File: config.mk
export PLATFORM = sky130hd
export DESIGN_NAME = phold_scheduler_flat
export DESIGN_NICKNAME = d
export VERILOG_FILES = /design/src/rtl/phold_scheduler_if.sv /design/src/rtl/phold_scheduler.sv /design/src/flat_wrapper.sv
export SDC_FILE = /design/constraint.sdc
export NUM_CORES = 1
export LEC_CHECK = 0
export BUFFER_PORTS_ARGS = -buffer_cell sky130_fd_sc_hd__clkbuf_2
export CORE_ASPECT_RATIO = 0.9
export CORE_UTILIZATION = 62
export DETAILED_ROUTE_END_ITERATION = 8
export GPL_ROUTABILITY_DRIVEN = 0
export HOLD_SLACK_MARGIN = 0.02
export PLACE_DENSITY_LB_ADDON = 0.1
export SYNTH_ARGS = -nofsm -noshare
export SYNTH_HDL_FRONTEND = slang
export SYNTH_SLANG_ARGS = --single-unit
File: constraint.sdc
create_clock -name clk -period 21.1 [get_ports clk]
set_clock_uncertainty 0.2 [all_clocks]
set_input_delay 4.22 -clock clk [delete_from_list [all_inputs] [get_ports clk]]
set_output_delay 4.22 -clock clk [all_outputs]
set_load 0.005 [all_outputs]
File: src/rtl/phold_scheduler_if.sv
// Bundle of the scheduler's queue, core and output-stream signals.
// master: the scheduler itself; slave: the surrounding system (queue, cores, sink).
interface phold_scheduler_if #(
    parameter int NCORE = 4,
    parameter int NIDB  = 3,
    parameter int NRB   = 8
);
    logic                    q_valid;
    logic [15:0]             q_time;
    logic [NIDB-1:0]         q_id;
    logic                    q_pop;
    logic [NCORE-1:0]        core_event_valid;
    logic [15:0]             core_event_time;
    logic [NIDB-1:0]         core_event_id;
    logic [NRB-1:0]          core_random;
    logic [NCORE-1:0]        core_new_valid;
    logic [16*NCORE-1:0]     core_new_time;
    logic [NIDB*NCORE-1:0]   core_new_target;
    logic                    out_valid;
    logic [15:0]             out_time;
    logic [NIDB-1:0]         out_id;
    logic                    out_ready;
    logic [15:0]             global_time;

    modport master (
        input  q_valid, q_time, q_id, core_new_valid, core_new_time, core_new_target, out_ready,
        output q_pop, core_event_valid, core_event_time, core_event_id, core_random,
               out_valid, out_time, out_id, global_time
    );

    modport slave (
        output q_valid, q_time, q_id, core_new_valid, core_new_time, core_new_target, out_ready,
        input  q_pop, core_event_valid, core_event_time, core_event_id, core_random,
               out_valid, out_time, out_id, global_time
    );
endinterface

File: src/rtl/phold_scheduler.sv
// PHOLD core-bank scheduler: dispatches queue events to idle cores with an
// LFSR random number, collects generated events into per-core slots, drains
// them round-robin onto one valid/ready stream, and tracks GVT.
module phold_scheduler #(
    parameter int          NCORE = 4,
    parameter int          NIDB  = 3,
    parameter int          NRB   = 8,
    parameter logic [15:0] SEED  = 16'hACE1
) (
    input  logic               clk,
    input  logic               rst_n,
    phold_scheduler_if.master  bus
);
    localparam int IW = (NCORE > 1) ? $clog2(NCORE) : 1;

    logic [NCORE-1:0]            busy, pend;
    logic [NCORE-1:0][15:0]      dtime, htime;
    logic [NCORE-1:0][NIDB-1:0]  hid;
    logic [15:0]                 lfsr, lfsr_nxt;
    logic [IW-1:0]               rr_ptr, rr_nxt, owner, disp_idx, gnt_idx, scan_idx;
    logic                        has_free, gnt_found, load, accept, gvt_any;
    logic [15:0]                 gvt_min;

    // Galois step for x^16+x^14+x^13+x^11+1 (right-shifting form)
    assign lfsr_nxt = {1'b0, lfsr[15:1]} ^ (lfsr[0] ? 16'hB400 : 16'h0000);

    // Lowest-index idle core is the dispatch target
    always_comb begin
        has_free = 1'b0;
        disp_idx = '0;
        for (int i = NCORE - 1; i >= 0; i--) begin
            if (!busy[i]) begin
                has_free = 1'b1;
                disp_idx = IW'(i);
            end
        end
    end

    // Gated by reset so nothing is consumed while the bank is held in reset
    assign bus.q_pop = rst_n & bus.q_valid & has_free;

    // Round-robin grant: first pending slot at or above rr_ptr, wrapping
    always_comb begin
        gnt_found = 1'b0;
        gnt_idx   = '0;
        scan_idx  = '0;
        for (int o = NCORE - 1; o >= 0; o--) begin
            scan_idx = (int'(rr_ptr) + o >= NCORE) ? IW'(int'(rr_ptr) + o - NCORE)
                                                    : IW'(int'(rr_ptr) + o);
            if (pend[scan_idx]) begin
                gnt_found = 1'b1;
                gnt_idx   = scan_idx;
            end
        end
    end

    assign accept = bus.out_valid & bus.out_ready;
    assign load   = (~bus.out_valid | bus.out_ready) & gnt_found;
    assign rr_nxt = (gnt_idx == IW'(NCORE - 1)) ? '0 : gnt_idx + 1'b1;

    // Minimum over queue head and every outstanding dispatched timestamp
    always_comb begin
        gvt_any = bus.q_valid;
        gvt_min = bus.q_time;
        for (int i = 0; i < NCORE; i++) begin
            if (busy[i] && (!gvt_any || dtime[i] < gvt_min)) begin
                gvt_any = 1'b1;
                gvt_min = dtime[i];
            end
        end
    end

    // Dispatch register: one-cycle strobe to the chosen core plus broadcast payload
    always_ff @(posedge clk or negedge rst_n) begin
        if (!rst_n) begin
            bus.core_event_valid <= '0;
            bus.core_event_time  <= '0;
            bus.core_event_id    <= '0;
            bus.core_random      <= '0;
            lfsr                 <= SEED;
        end else begin
            bus.core_event_valid <= '0;
            if (bus.q_pop) begin
                bus.core_event_valid <= NCORE'(1) << disp_idx;
                bus.core_event_time  <= bus.q_time;
                bus.core_event_id    <= bus.q_id;
                bus.core_random      <= lfsr[NRB-1:0];
                lfsr                 <= lfsr_nxt;
            end
        end
    end

    // Busy tracking: set on dispatch, cleared when the core's event is accepted downstream
    always_ff @(posedge clk or negedge rst_n) begin
        if (!rst_n) begin
            busy  <= '0;
            dtime <= '0;
        end else begin
            if (accept) busy[owner] <= 1'b0;
            if (bus.q_pop) begin
                busy[disp_idx]  <= 1'b1;
                dtime[disp_idx] <= bus.q_time;
            end
        end
    end

    // Holding slots: capture legal new-event pulses, free the slot that is granted
    always_ff @(posedge clk or negedge rst_n) begin
        if (!rst_n) begin
            pend  <= '0;
            htime <= '0;
            hid   <= '0;
        end else begin
            if (load) pend[gnt_idx] <= 1'b0;
            for (int i = 0; i < NCORE; i++) begin
                if (bus.core_new_valid[i] && busy[i] && !pend[i]) begin
                    pend[i]  <= 1'b1;
                    htime[i] <= bus.core_new_time[16*i +: 16];
                    hid[i]   <= bus.core_new_target[NIDB*i +: NIDB];
                end
            end
        end
    end

    // Output stage: holds its event until accepted, reloads in the same cycle when possible
    always_ff @(posedge clk or negedge rst_n) begin
        if (!rst_n) begin
            bus.out_valid <= 1'b0;
            bus.out_time  <= '0;
            bus.out_id    <= '0;
            owner         <= '0;
            rr_ptr        <= '0;
        end else if (load) begin
            bus.out_valid <= 1'b1;
            bus.out_time  <= htime[gnt_idx];
            bus.out_id    <= hid[gnt_idx];
            owner         <= gnt_idx;
            rr_ptr        <= rr_nxt;
        end else if (accept) begin
            bus.out_valid <= 1'b0;
        end
    end

    // GVT register: holds its value when nothing is outstanding
    always_ff @(posedge clk or negedge rst_n) begin
        if (!rst_n)       bus.global_time <= '0;
        else if (gvt_any) bus.global_time <= gvt_min;
    end
endmodule

File: src/flat_wrapper.sv
// flat-port wrapper written by rule: the top's interface ports become plain ports
module phold_scheduler_flat 
#(
    parameter int          NCORE = 4,
    parameter int          NIDB  = 3,
    parameter int          NRB   = 8,
    parameter logic [15:0] SEED  = 16'hACE1
)
  (clk, rst_n, bus_q_valid, bus_q_time, bus_q_id, bus_core_new_valid, bus_core_new_time, bus_core_new_target, bus_out_ready, bus_q_pop, bus_core_event_valid, bus_core_event_time, bus_core_event_id, bus_core_random, bus_out_valid, bus_out_time, bus_out_id, bus_global_time);
  phold_scheduler_if #(.NCORE(NCORE), .NIDB(NIDB), .NRB(NRB)) bus_i ();
  input  logic clk;
  input  logic rst_n;
  input wire logic [$bits(bus_i.q_valid)-1:0] bus_q_valid;
  input wire logic [$bits(bus_i.q_time)-1:0] bus_q_time;
  input wire logic [$bits(bus_i.q_id)-1:0] bus_q_id;
  input wire logic [$bits(bus_i.core_new_valid)-1:0] bus_core_new_valid;
  input wire logic [$bits(bus_i.core_new_time)-1:0] bus_core_new_time;
  input wire logic [$bits(bus_i.core_new_target)-1:0] bus_core_new_target;
  input wire logic [$bits(bus_i.out_ready)-1:0] bus_out_ready;
  output wire logic [$bits(bus_i.q_pop)-1:0] bus_q_pop;
  output wire logic [$bits(bus_i.core_event_valid)-1:0] bus_core_event_valid;
  output wire logic [$bits(bus_i.core_event_time)-1:0] bus_core_event_time;
  output wire logic [$bits(bus_i.core_event_id)-1:0] bus_core_event_id;
  output wire logic [$bits(bus_i.core_random)-1:0] bus_core_random;
  output wire logic [$bits(bus_i.out_valid)-1:0] bus_out_valid;
  output wire logic [$bits(bus_i.out_time)-1:0] bus_out_time;
  output wire logic [$bits(bus_i.out_id)-1:0] bus_out_id;
  output wire logic [$bits(bus_i.global_time)-1:0] bus_global_time;
  assign bus_i.q_valid = bus_q_valid;
  assign bus_i.q_time = bus_q_time;
  assign bus_i.q_id = bus_q_id;
  assign bus_i.core_new_valid = bus_core_new_valid;
  assign bus_i.core_new_time = bus_core_new_time;
  assign bus_i.core_new_target = bus_core_new_target;
  assign bus_i.out_ready = bus_out_ready;
  assign bus_q_pop = bus_i.q_pop;
  assign bus_core_event_valid = bus_i.core_event_valid;
  assign bus_core_event_time = bus_i.core_event_time;
  assign bus_core_event_id = bus_i.core_event_id;
  assign bus_core_random = bus_i.core_random;
  assign bus_out_valid = bus_i.out_valid;
  assign bus_out_time = bus_i.out_time;
  assign bus_out_id = bus_i.out_id;
  assign bus_global_time = bus_i.global_time;
  phold_scheduler #(.NCORE(NCORE), .NIDB(NIDB), .NRB(NRB), .SEED(SEED)) u_core (.clk(clk), .rst_n(rst_n), .bus(bus_i));
endmodule
-- Word-level counts from Yosys, hierarchy flattened
Index checks and enable logic that the tools add are counted.
- reductions and logical operators: 32
- shift-type cells: 1
- $lt $le $gt $ge: 18
- eq/ne operators: 1
- bitwise operators: 12
- mux-type cells: 61
- add/sub/neg operators: 8
- operators with widths (cell ; count):
    16-bit two-way mux ; 7
    64-bit bitwise mux ; 1
    16-bit less-than comparator ; 4
    16-bit binary-select mux with 2-bit select ; 1
    16-bit demux with 2-bit select ; 1
    2-bit two-way mux ; 13
    1-bit two-way mux ; 25
    2-bit by 3-bit less-than comparator with 1-bit output (second input constant) ; 7
    4-bit two-way mux ; 4
    15-bit by 16-bit XOR with 16-bit output ; 1
    1-bit logical AND ; 15
    2-bit nonzero test ; 5
    3-bit >= comparator (second input constant) ; 3
    4-bit AND ; 2
    1-bit binary-select mux with 2-bit select ; 4
    1-bit logical NOT ; 8
    4-bit inverter ; 2
    2-bit by 1-bit subtractor with 2-bit output (second input constant) ; 4
    2-bit by 2-bit adder with 3-bit output (second input constant) ; 2
    3-bit binary-select mux with 2-bit select ; 1
    1-bit demux with 2-bit select ; 3
    2-bit by 1-bit >= comparator with 1-bit output (second input constant) ; 3
    1-bit AND ; 4
    1-bit logical OR ; 4
    9 further kinds ; 9
- word-level logic and storage cells: 161
- output and inout port bits: 68
- register bits after elaboration: 235
- bits of input ports: 103

-- Longest topological paths before layout
Gate-level depths: netlist of run 1.
- word-level depth: 17
- gate-level depth with buffers: 45
- depth with buffers taken out: 39

-- Least setup slack after synthesis of run 1
Ideal clock, no wire load.
- path kind: input port to flip-flop
- from: in bus_q_time[15]
- to: reg u_core.bus.global_time[11] (netlist name)
- path slack: 8.513 ns
- arrival time: 12.253 ns
- stages on the path: 42
- cells stage by stage: inv_1 > ha_1 > nand4_2 > nor2_1 > nor4b_1 > o211a_4 > or2_2 > buf_2 > buf_1 > a21oi_1 > ha_1 > a2111oi_0 > o21ai_0 > a221o_1 > a2111oi_4 > o31ai_1 > nor2b_1 > nor2b_1 > [... 6 more ...] > nor3_1 > or3_1 > a21oi_1 > o21ai_4 > buf_6 > mux2_4 > ha_1 > a21o_1 > a21o_1 > a21o_1 > a21oi_1 > o21a_1 > o21ai_0 > a211oi_1 > o21ai_0 > nand3_1 > clkbuf_1 > o21ai_0
- cells in the longest elaborated chain, start to end: 16
- elaborated cells between the ends (all ways): 23
- classes of those cells: order compare: 4; mux: 8; reduce/logical: 11
- RTL lines (what ; RTL line ; source):
    from (decl) ; flat_wrapper.sv:14 ; input wire logic [$bits(bus_i.q_time)-1:0] bus_q_time;
    16-bit less-than comparator ; phold_scheduler.sv:66 ; if (busy[i] && (!gvt_any || dtime[i] < gvt_min)) begin
    1-bit logical OR ; phold_scheduler.sv:66 ;
    1-bit logical AND ; phold_scheduler.sv:66 ;
    16-bit two-way mux / 1-bit two-way mux (equally long branches) ; phold_scheduler.sv:66 ;
    16-bit less-than comparator / 1-bit logical NOT (equally long branches) ; phold_scheduler.sv:66 ;
    1-bit logical OR ; phold_scheduler.sv:66 ;
    1-bit logical AND ; phold_scheduler.sv:66 ;
    16-bit two-way mux / 1-bit two-way mux (equally long branches) ; phold_scheduler.sv:66 ;
    16-bit less-than comparator / 1-bit logical NOT (equally long branches) ; phold_scheduler.sv:66 ;
    1-bit logical OR ; phold_scheduler.sv:66 ;
    1-bit logical AND ; phold_scheduler.sv:66 ;
    16-bit two-way mux / 1-bit two-way mux (equally long branches) ; phold_scheduler.sv:66 ;
    16-bit less-than comparator / 1-bit logical NOT (equally long branches) ; phold_scheduler.sv:66 ;
    1-bit logical OR ; phold_scheduler.sv:66 ;
    1-bit logical AND ; phold_scheduler.sv:66 ;
    16-bit two-way mux / 1-bit two-way mux (equally long branches) ; phold_scheduler.sv:66 ;
    to (signal assigned) ; phold_scheduler.sv:147 ; else if (gvt_any) bus.global_time <= gvt_min;
    to (decl) ; phold_scheduler_if.sv:28 ; out_valid, out_time, out_id, global_time
Several ways; a longest one is shown, not always the timed one.
A chain may end at the register's enable or synchronous reset.

-- Worst setup path after layout of run 1
- from: in bus_q_time[11]
- to: reg u_core.bus.global_time[0] (netlist name)
Same word-level chain as after synthesis.

==> results.md, run 1 <==
* Design Power at 2.250 mW
* Post-CTS setup buffers at 0
* Sequential fraction of the synthesis area at 0.5015
* RR Startpoint: u_core.dtime[11]
* Yosys reg bits at 231
* Clk pwr share at 0.191
* Diode count at 0
* Synth Flop Type: dfrtp_1
* Int Pwr at 1.359 mW
* Final Critical Period at 13.73 ns
* Post-CTS sizing at 0
* Fraction of layout cells with a size suffix above 1 at 0.2676
* First-pass GRT wire length at 45,400 um
* Crit path launch type: input pin
* Final Cycle Share at 0.6508
* Ports at 171
* DRC errors left at 0
* Synth Net Count at 1,323
* CP Class: input pin to register
* Vert. Die Dim at 131.5 um
* Synthesis-to-layout area growth at 15.79%
* TritonCTS clock tree: done
* Clk slew on worst S/H paths at 0.06 ns
* Worst slew pin tran at 1.174 ns
* RSZ-0062 raised after global routing: false
* Smallest hold slack at 0.2589 ns
* Iteration-0 DRC count of the detailed router at 582
* Cell with the most instances after synthesis: dfrtp_1
* Buffers on Ports at 170
* Largest net degree at the start of global routing at 155
* Crit. End Element: register
* Post-synth EDFFs at 0
* TritonRoute pass-1 iters at 5
* Average size of a mapped cell at 9.979 um^2
* Slew Viols, Final at 0
* Gate power share at 0.465
* Status: completed
* Hpwl dp at 18,990 um
* Syn Inst Count at 1,157
* Starting Density at 0.6450
* Antenna violations before repair at 0
* Clock root cell: clkbuf_16
* Async set-reset flop share out of synthesis at 1.000
* Detailed-route wire length at 27,250 um
* CP startpoint: bus_q_time[11]
* Cell taking the most area after synthesis: dfrtp_1
* Top cell type's share of synthesized area at 0.4833
* Post-route antenna net violation count at 0
* Leak Pwr at 6.731 nW
* Nets@finish at 1,467
* Switching Fraction at 0.3960
* Total CTS buffers at 24
* Skew-Pair Late Insertion Delay at 0.52 ns
* Row cnt at 46
* Hold_sp: u_core.lfsr[5]
* Max_cap viols at 0
* Placed Area at 0.01255 mm^2
* Multi-input gate area at 0.005278 mm^2
* Post-synth top cells: dfrtp_1, nand2_1, o21ai_0
* Maximum vdd drop at 0.0001036 V
* Library cells used by synthesis at 58
* Vias in the first global route at 8,788
* Hold Crit Class: register to register
* Max_slew headroom at 0.2148
* Cell area after layout at 0.01337 mm^2
* Synth area leaders: dfrtp_1, mux2_2, ha_1
* Mapped Area at 0.01155 mm^2
* Required @ worst endpoint at 21.31 ns
* WL/cell at 17.48 um
* Reg area at 0.005791 mm^2
* Slowest library cell on the worst path: nor4b_1
* Max clock buf depth at 3
* YS warnings at 0
* Final setup viols at 0
* F_max at 72.83 MHz
* Core outline area at 0.01790 mm^2
* Share of power burned in registers at 0.344
* Crit path DAT at 13.94 ns
* Die area at 0.01917 mm^2
* Setup_tns at 0 ns
* CP max FO at 29
* Pwr Density at 168.3 mW/mm^2
* # hold bufs at CTS at 0
* Vias at 8,934
* Htree depth at 1
* P_sw at 0.8909 mW
* Die X at 145.8 um
* Total grt overflow at 0
* Fin. Hold Viols at 0
* Max stage delay on crit path at 0.56 ns
* Clk sink count at 231
* Fillers at 1,267
* Gr usage total at 0.2953
* Vias/cell at 5.731
## critical path, delay by kind of cell
family,cells,cell delay (ns)
and+or+nand+nor,9,2.34
AOI/OAI and AO/OA,23,4.96
buffers and inverters,3,0.51
muxes,2,0.68
adders and majority gates,4,1.21
## cells in the final DEF (no fill, tap or decap), types with 9 or more instances in the layout
cell / instances
mux2i_1: 15
a22oi_1: 15
o21ai_0: 127
nand2_1: 210
a21o_1: 15
buf_4: 10
dfrtp_1: 223
clkbuf_2: 169
a21oi_1: 32
inv_1: 60
mux2_4: 10
clkbuf_16: 24
nor2_1: 86
nand4_1: 9
nand3_1: 24
mux2_2: 97
ha_1: 63
## per-stage QoR
step | util | setup slack, ns | std cells
final | 0.7469 | 7.369 | 1559
after detailed placement | 0.7013 | 6.998 | 1515
after global routing | 0.7469 | 6.522 | 1559
after global placement | 0.7013 | 7.482 | 1515
after floorplan | - | 8.513 | 1157
after CTS | 0.7469 | 7.497 | 1559
## cell type report
| class | instances | share of cell area |
|---|---|---|
| inverters | 61 | 0.01713 |
| flip-flops and latches | 231 | 0.4331 |
| clock buffers | 37 | 0.05381 |
| multi-input cells | 802 | 0.3948 |
| repair buffers | 181 | 0.07150 |
| well taps | 240 | 0.02246 |
| clock inverters | 7 | 0.007206 |
## state kept, by name (all words and copies together), names as in the netlist
name and cells:
u_core.busy 4, u_core.bus.core_random 4, u_core.bus.core_event_valid 4, u_core.bus.out_time 16, u_core.bus.core_event_id 3, u_core.bus.out_valid 1
u_core.hid 12, u_core.pend 4, u_core.bus.core_event_time 16, u_core.bus.global_time 16, u_core.owner 2, u_core.dtime 64
u_core.htime 64, u_core.bus.out_id 3, u_core.rr_ptr 2, u_core.lfsr 16
## metal layers
metal,track usage,part of all wire,wire [um],up-vias
met5,0,0,0,-
met4,0.07953,0.024,657,0
met3,0.05799,0.067,1822,50
met2,0.4397,0.44,11930,280
met1,0.4417,0.47,12840,4341
li1,-,-,-,4263
## logic make-up (layout without fill, tap and decap cells)
logic type,count (synthesis),count (layout),share of synthesized area
compound gates,238,238,0.1253
mux,122,122,0.1206
buf+inv,124,286,0.04389
xor+xnor,3,3,0.002276
simple gates,376,376,0.1382
flops,231,231,0.5015
fa+ha+maj,63,63,0.06827
## worst paths after layout
kind	end	slack [ns]	cells past startpoint
min	u_core.lfsr[5]	0.26	2
max reg2reg	u_core.bus.global_time[0]	10.91	39
min in group asynchronous	u_core.dtime[54]	3.47	1
min reg2reg	u_core.lfsr[5]	0.26	2
max	u_core.bus.global_time[0]	7.37	41
max in group asynchronous	u_core.dtime[59]	15.93	2
## power by group through the flow
stage	combinational (mW)	clock, mW	sequential (mW)
after floorplan	0.783	0	0.730
after global placement	0.994	0	0.769
after detailed placement	1.03	0	0.775
after CTS	1.04	0.436	0.770
after global routing	1.18	0.455	0.795
final	1.05	0.431	0.773
No activity file was read; power rests on OpenSTA's default activity.
==> inputs of run 2 (changes only) <==
--- a/config.mk
+++ b/config.mk
@@ -5,9 +5,10 @@
 export SDC_FILE = /design/constraint.sdc
 export NUM_CORES = 1
 export LEC_CHECK = 0
+export ABC_AREA = 1
 export BUFFER_PORTS_ARGS = -buffer_cell sky130_fd_sc_hd__clkbuf_2
 export CORE_ASPECT_RATIO = 0.9
-export CORE_UTILIZATION = 62
+export CORE_UTILIZATION = 52
 export DETAILED_ROUTE_END_ITERATION = 8
 export GPL_ROUTABILITY_DRIVEN = 0
 export HOLD_SLACK_MARGIN = 0.02
==> constraint.sdc (replaced) <==
create_clock -name clk -period 12.6 [get_ports clk]
set_clock_uncertainty 0.2 [all_clocks]
set_input_delay 2.52 -clock clk [delete_from_list [all_inputs] [get_ports clk]]
set_output_delay 2.52 -clock clk [all_outputs]
set_load 0.005 [all_outputs]
==> run 2 against run 1 <==
Effect of this change: setup slack lost 4.1 ns; synthesized cell count up 4.8%; design area decreased by 1.9%; sequential power is 76% higher; via count down 2.6%; critical path type unchanged; critical endpoint is now u_core.bus.global_time[9].
==> results.md, run 2 <==
* Status: completed (unchanged)
* Crit path DAT at 9.54 ns (was 13.94 ns)
* Setup_tns at 0 ns (unchanged)
* Mapped Area at 0.01127 mm^2 (was 0.01155 mm^2)
* Slowest library cell on the worst path: o21ai_0 (was nor4b_1)
* Top flop regs: u_core.dtime x64, u_core.htime x64 (unchanged)
* YS warnings at 0 (unchanged)
* RR Startpoint: u_core.dtime[11] (unchanged)
* Switching Fraction at 0.4217 (was 0.3960)
* Maximum vdd drop at 0.0001611 V (was 0.0001036 V)
* Die X at 157.2 um (was 145.8 um)
* Design Power at 4.162 mW (was 2.250 mW)
* Fraction of layout cells with a size suffix above 1 at 0.2434 (was 0.2676)
* Gr usage total at 0.2460 (was 0.2953)
* Share of power burned in registers at 0.328 (was 0.344)
* Post-route antenna net violation count at 0 (unchanged)
* Total CTS buffers at 25 (was 24)
* Final setup viols at 0 (unchanged)
* Post-synth top cells: nand2_1, dfrtp_1, o21ai_0 (was dfrtp_1, nand2_1, o21ai_0)
* Fin util at 0.6242 (was 0.7469)
* Most used cell, CP: nand2_1
* CP startpoint: bus_q_time[14] (was bus_q_time[11])
* CP Class: input pin to register (unchanged)
* Max_slew headroom at 0.2427 (was 0.2148)
* RSZ-0062 raised after global routing: false (unchanged)
* Die area at 0.02227 mm^2 (was 0.01917 mm^2)
* Clk slew on worst S/H paths at 0.06 ns (about the same)
* Fin. Hold Viols at 0 (unchanged)
* TritonRoute pass-1 iters at 5 (unchanged)
* Post-synth EDFFs at 0 (unchanged)
* Library cells used by synthesis at 28 (was 58)
* Required @ worst endpoint at 12.81 ns (was 21.31 ns)
* Vias/cell at 5.249 (was 5.731)
* Ports at 171 (unchanged)
* Hpwl dp at 18,770 um (was 18,990 um)
* Final Cycle Share at 0.7411
* # hold bufs at CTS at 0 (unchanged)
* Detailed-route wire length at 26,540 um (was 27,250 um)
* Sequential fraction of the synthesis area at 0.5138 (was 0.5015)
* Hold_sp: u_core.lfsr[6] (was u_core.lfsr[5])
* Leak Pwr at 6.606 nW (was 6.731 nW)
* Simple-gate share of the synthesized area at 0.1596 (was 0.1382)
* Gate power share at 0.498 (was 0.465)
* Slew Viols, Final at 0 (unchanged)
* Max clock buf depth at 3 (unchanged)
* Reg area at 0.005791 mm^2 (unchanged)
* First-pass GRT wire length at 43,380 um (was 45,400 um)
* Average size of a mapped cell at 9.299 um^2 (was 9.979 um^2)
* Post-synthesis mux area share at 0.09492 (was 0.1206)
* Nets@finish at 1,523 (was 1,467)
* Pwr Density at 317.2 mW/mm^2 (was 168.3 mW/mm^2)
* Combinational family with the most area after synthesis: simple AND/OR/NAND/NOR gates (unchanged)
* Most common cell after layout, fill and taps aside: nand2_1 (was dfrtp_1)
* Worst slew pin tran at 1.133 ns (was 1.174 ns)
* Yosys reg bits at 231 (unchanged)
* Max stage delay on crit path at 0.46 ns (was 0.56 ns)
* P_sw at 1.755 mW (was 0.8909 mW)
* Multi-input gate area at 0.004980 mm^2 (was 0.005278 mm^2)
* Commonest cells after routing, fill and taps aside: nand2_1, dfrtp_1, o21ai_0 (was dfrtp_1, nand2_1, clkbuf_2)
* Iteration-0 DRC count of the detailed router at 616 (was 582)
* Crit. End Element: register (unchanged)
* CP max FO at 31 (was 29)
* Int Pwr at 2.407 mW (was 1.359 mW)
* Post-route insts no fill at 1,658 (was 1,559)
* Synth area leaders: dfrtp_1, nand2_1, mux2_2 (was dfrtp_1, mux2_2, ha_1)
* Final Critical Period at 9.338 ns
* Synthesis-to-layout area growth at 16.41% (was 15.79%)
* Post-Synth XOR/XNOR Area at 0.003108 (was 0.002276)
* Antenna violations before repair at 0 (unchanged)
* Row cnt at 50 (was 46)
* Async set-reset flop share out of synthesis at 1.000 (unchanged)
* Placed cell count at 1,616 (was 1,515)
* Buffers on Ports at 170 (unchanged)
* Starting Density at 0.5362 (was 0.6450)
* Core outline area at 0.02102 mm^2 (was 0.01790 mm^2)
* Hold Crit Class: register to register (unchanged)
* Diode count at 0 (unchanged)
* Clk sink count at 231 (unchanged)
* Max_cap viols at 0 (unchanged)
* WL/cell at 16.00 um (was 17.48 um)
* Synth Net Count at 1,378 (was 1,323)
* Largest net degree at the start of global routing at 74 (was 155)
* Total grt overflow at 0 (unchanged)
* Vias in the first global route at 8,339 (was 8,788)
* DRC errors left at 0 (unchanged)
* Crit path launch type: input pin (unchanged)
* Syn Inst Count at 1,212 (was 1,157)
* Adder-cell share of the synthesized area at 0.06994 (was 0.06827)
* Skew-Pair Late Insertion Delay at 0.53 ns (was 0.52 ns)
* Post-CTS sizing at 0 (unchanged)
* Synth Flop Type: dfrtp_1 (unchanged)
* Top cell type's share of synthesized area at 0.4951 (was 0.4833)
* F_max at 107.1 MHz
* Compound-Gate Fraction of Synth Area at 0.1142 (was 0.1253)
* Vias at 8,703 (was 8,934)
* TritonCTS clock tree: done (unchanged)
* Htree depth at 1 (unchanged)
* Fillers at 1,881 (was 1,267)
* Cell taking the most area after synthesis: dfrtp_1 (unchanged)
* Cell with the most instances after synthesis: nand2_1 (was dfrtp_1)
* Vert. Die Dim at 141.7 um (was 131.5 um)
* Post-CTS setup buffers at 0 (unchanged)
* Clk pwr share at 0.174 (was 0.191)
* Clock root cell: clkbuf_16 (unchanged)
## run 2: power by group through the flow
stage | logic, mW | clock network, mW | registers [mW]
floorplan | 1.60 | 0 | 1.28
global placement | 2.02 | 0 | 1.36
detailed placement | 2.08 | 0 | 1.37
CTS | 2.09 | 0.738 | 1.36
global route | 2.41 | 0.764 | 1.41
finish | 2.07 | 0.722 | 1.36
## run 2: kinds of logic after synthesis
family / after synthesis
flip-flops: 231
XOR/XNOR: 4
AND/OR/NAND/NOR: 449
adder cells (fa/ha/maj): 63
AO/OA/AOI/OAI: 244
multiplexers: 95
buffers and inverters: 126
## run 2: final cells by class
class	count	area share
sequential	231	0.4413
multi-input combinational	855	0.3796
timing repair buffer	182	0.07248
clock buffer	37	0.05646
tap	286	0.02727
inverter	62	0.01774
clock inverter	5	0.005150
## run 2: worst max-delay path, delay by kind of cell
family                     cells  cell delay (ns)
AOI/OAI and AO/OA             13             3.08
and+or+nand+nor               19             2.28
adders and majority gates      4             1.21
buffers and inverters          4             0.42
## run 2: worst paths after layout
| kind | slack [ns] | depth (start not counted) | end |
|---|---|---|---|
| setup / recovery | 3.26 | 40 | u_core.bus.global_time[9] |
| setup reg to reg | 5.13 | 36 | u_core.bus.global_time[9] |
| max in group asynchronous | 8.71 | 3 | u_core.htime[55] |
| hold / removal | 0.26 | 2 | u_core.lfsr[6] |
| min in group asynchronous | 1.67 | 1 | u_core.bus.global_time[13] |
| hold reg to reg | 0.26 | 2 | u_core.lfsr[6] |
## run 2: routing by layer
layer	wire, um	vias up	part of all wire	GRT usage
li1	-	4356	-	-
met1	12410	4125	0.47	0.3369
met2	12160	182	0.46	0.4024
met3	1422	40	0.054	0.05284
met4	546	0	0.021	0.05212
met5	0	-	0	0
## run 2: through the flow
stage | setup slack, ns | instance area [um^2] | hold WS, ns
2_1_floorplan | 4.243 | 11270 | 0.2419
6_report | 3.262 | 13120 | 0.2628
5_1_grt | 2.494 | 13120 | 0.2727
3_5_place_dp | 2.709 | 12310 | 0.2553
3_3_place_gp | 3.000 | 12310 | 0.2518
4_1_cts | 3.260 | 13120 | 0.2647
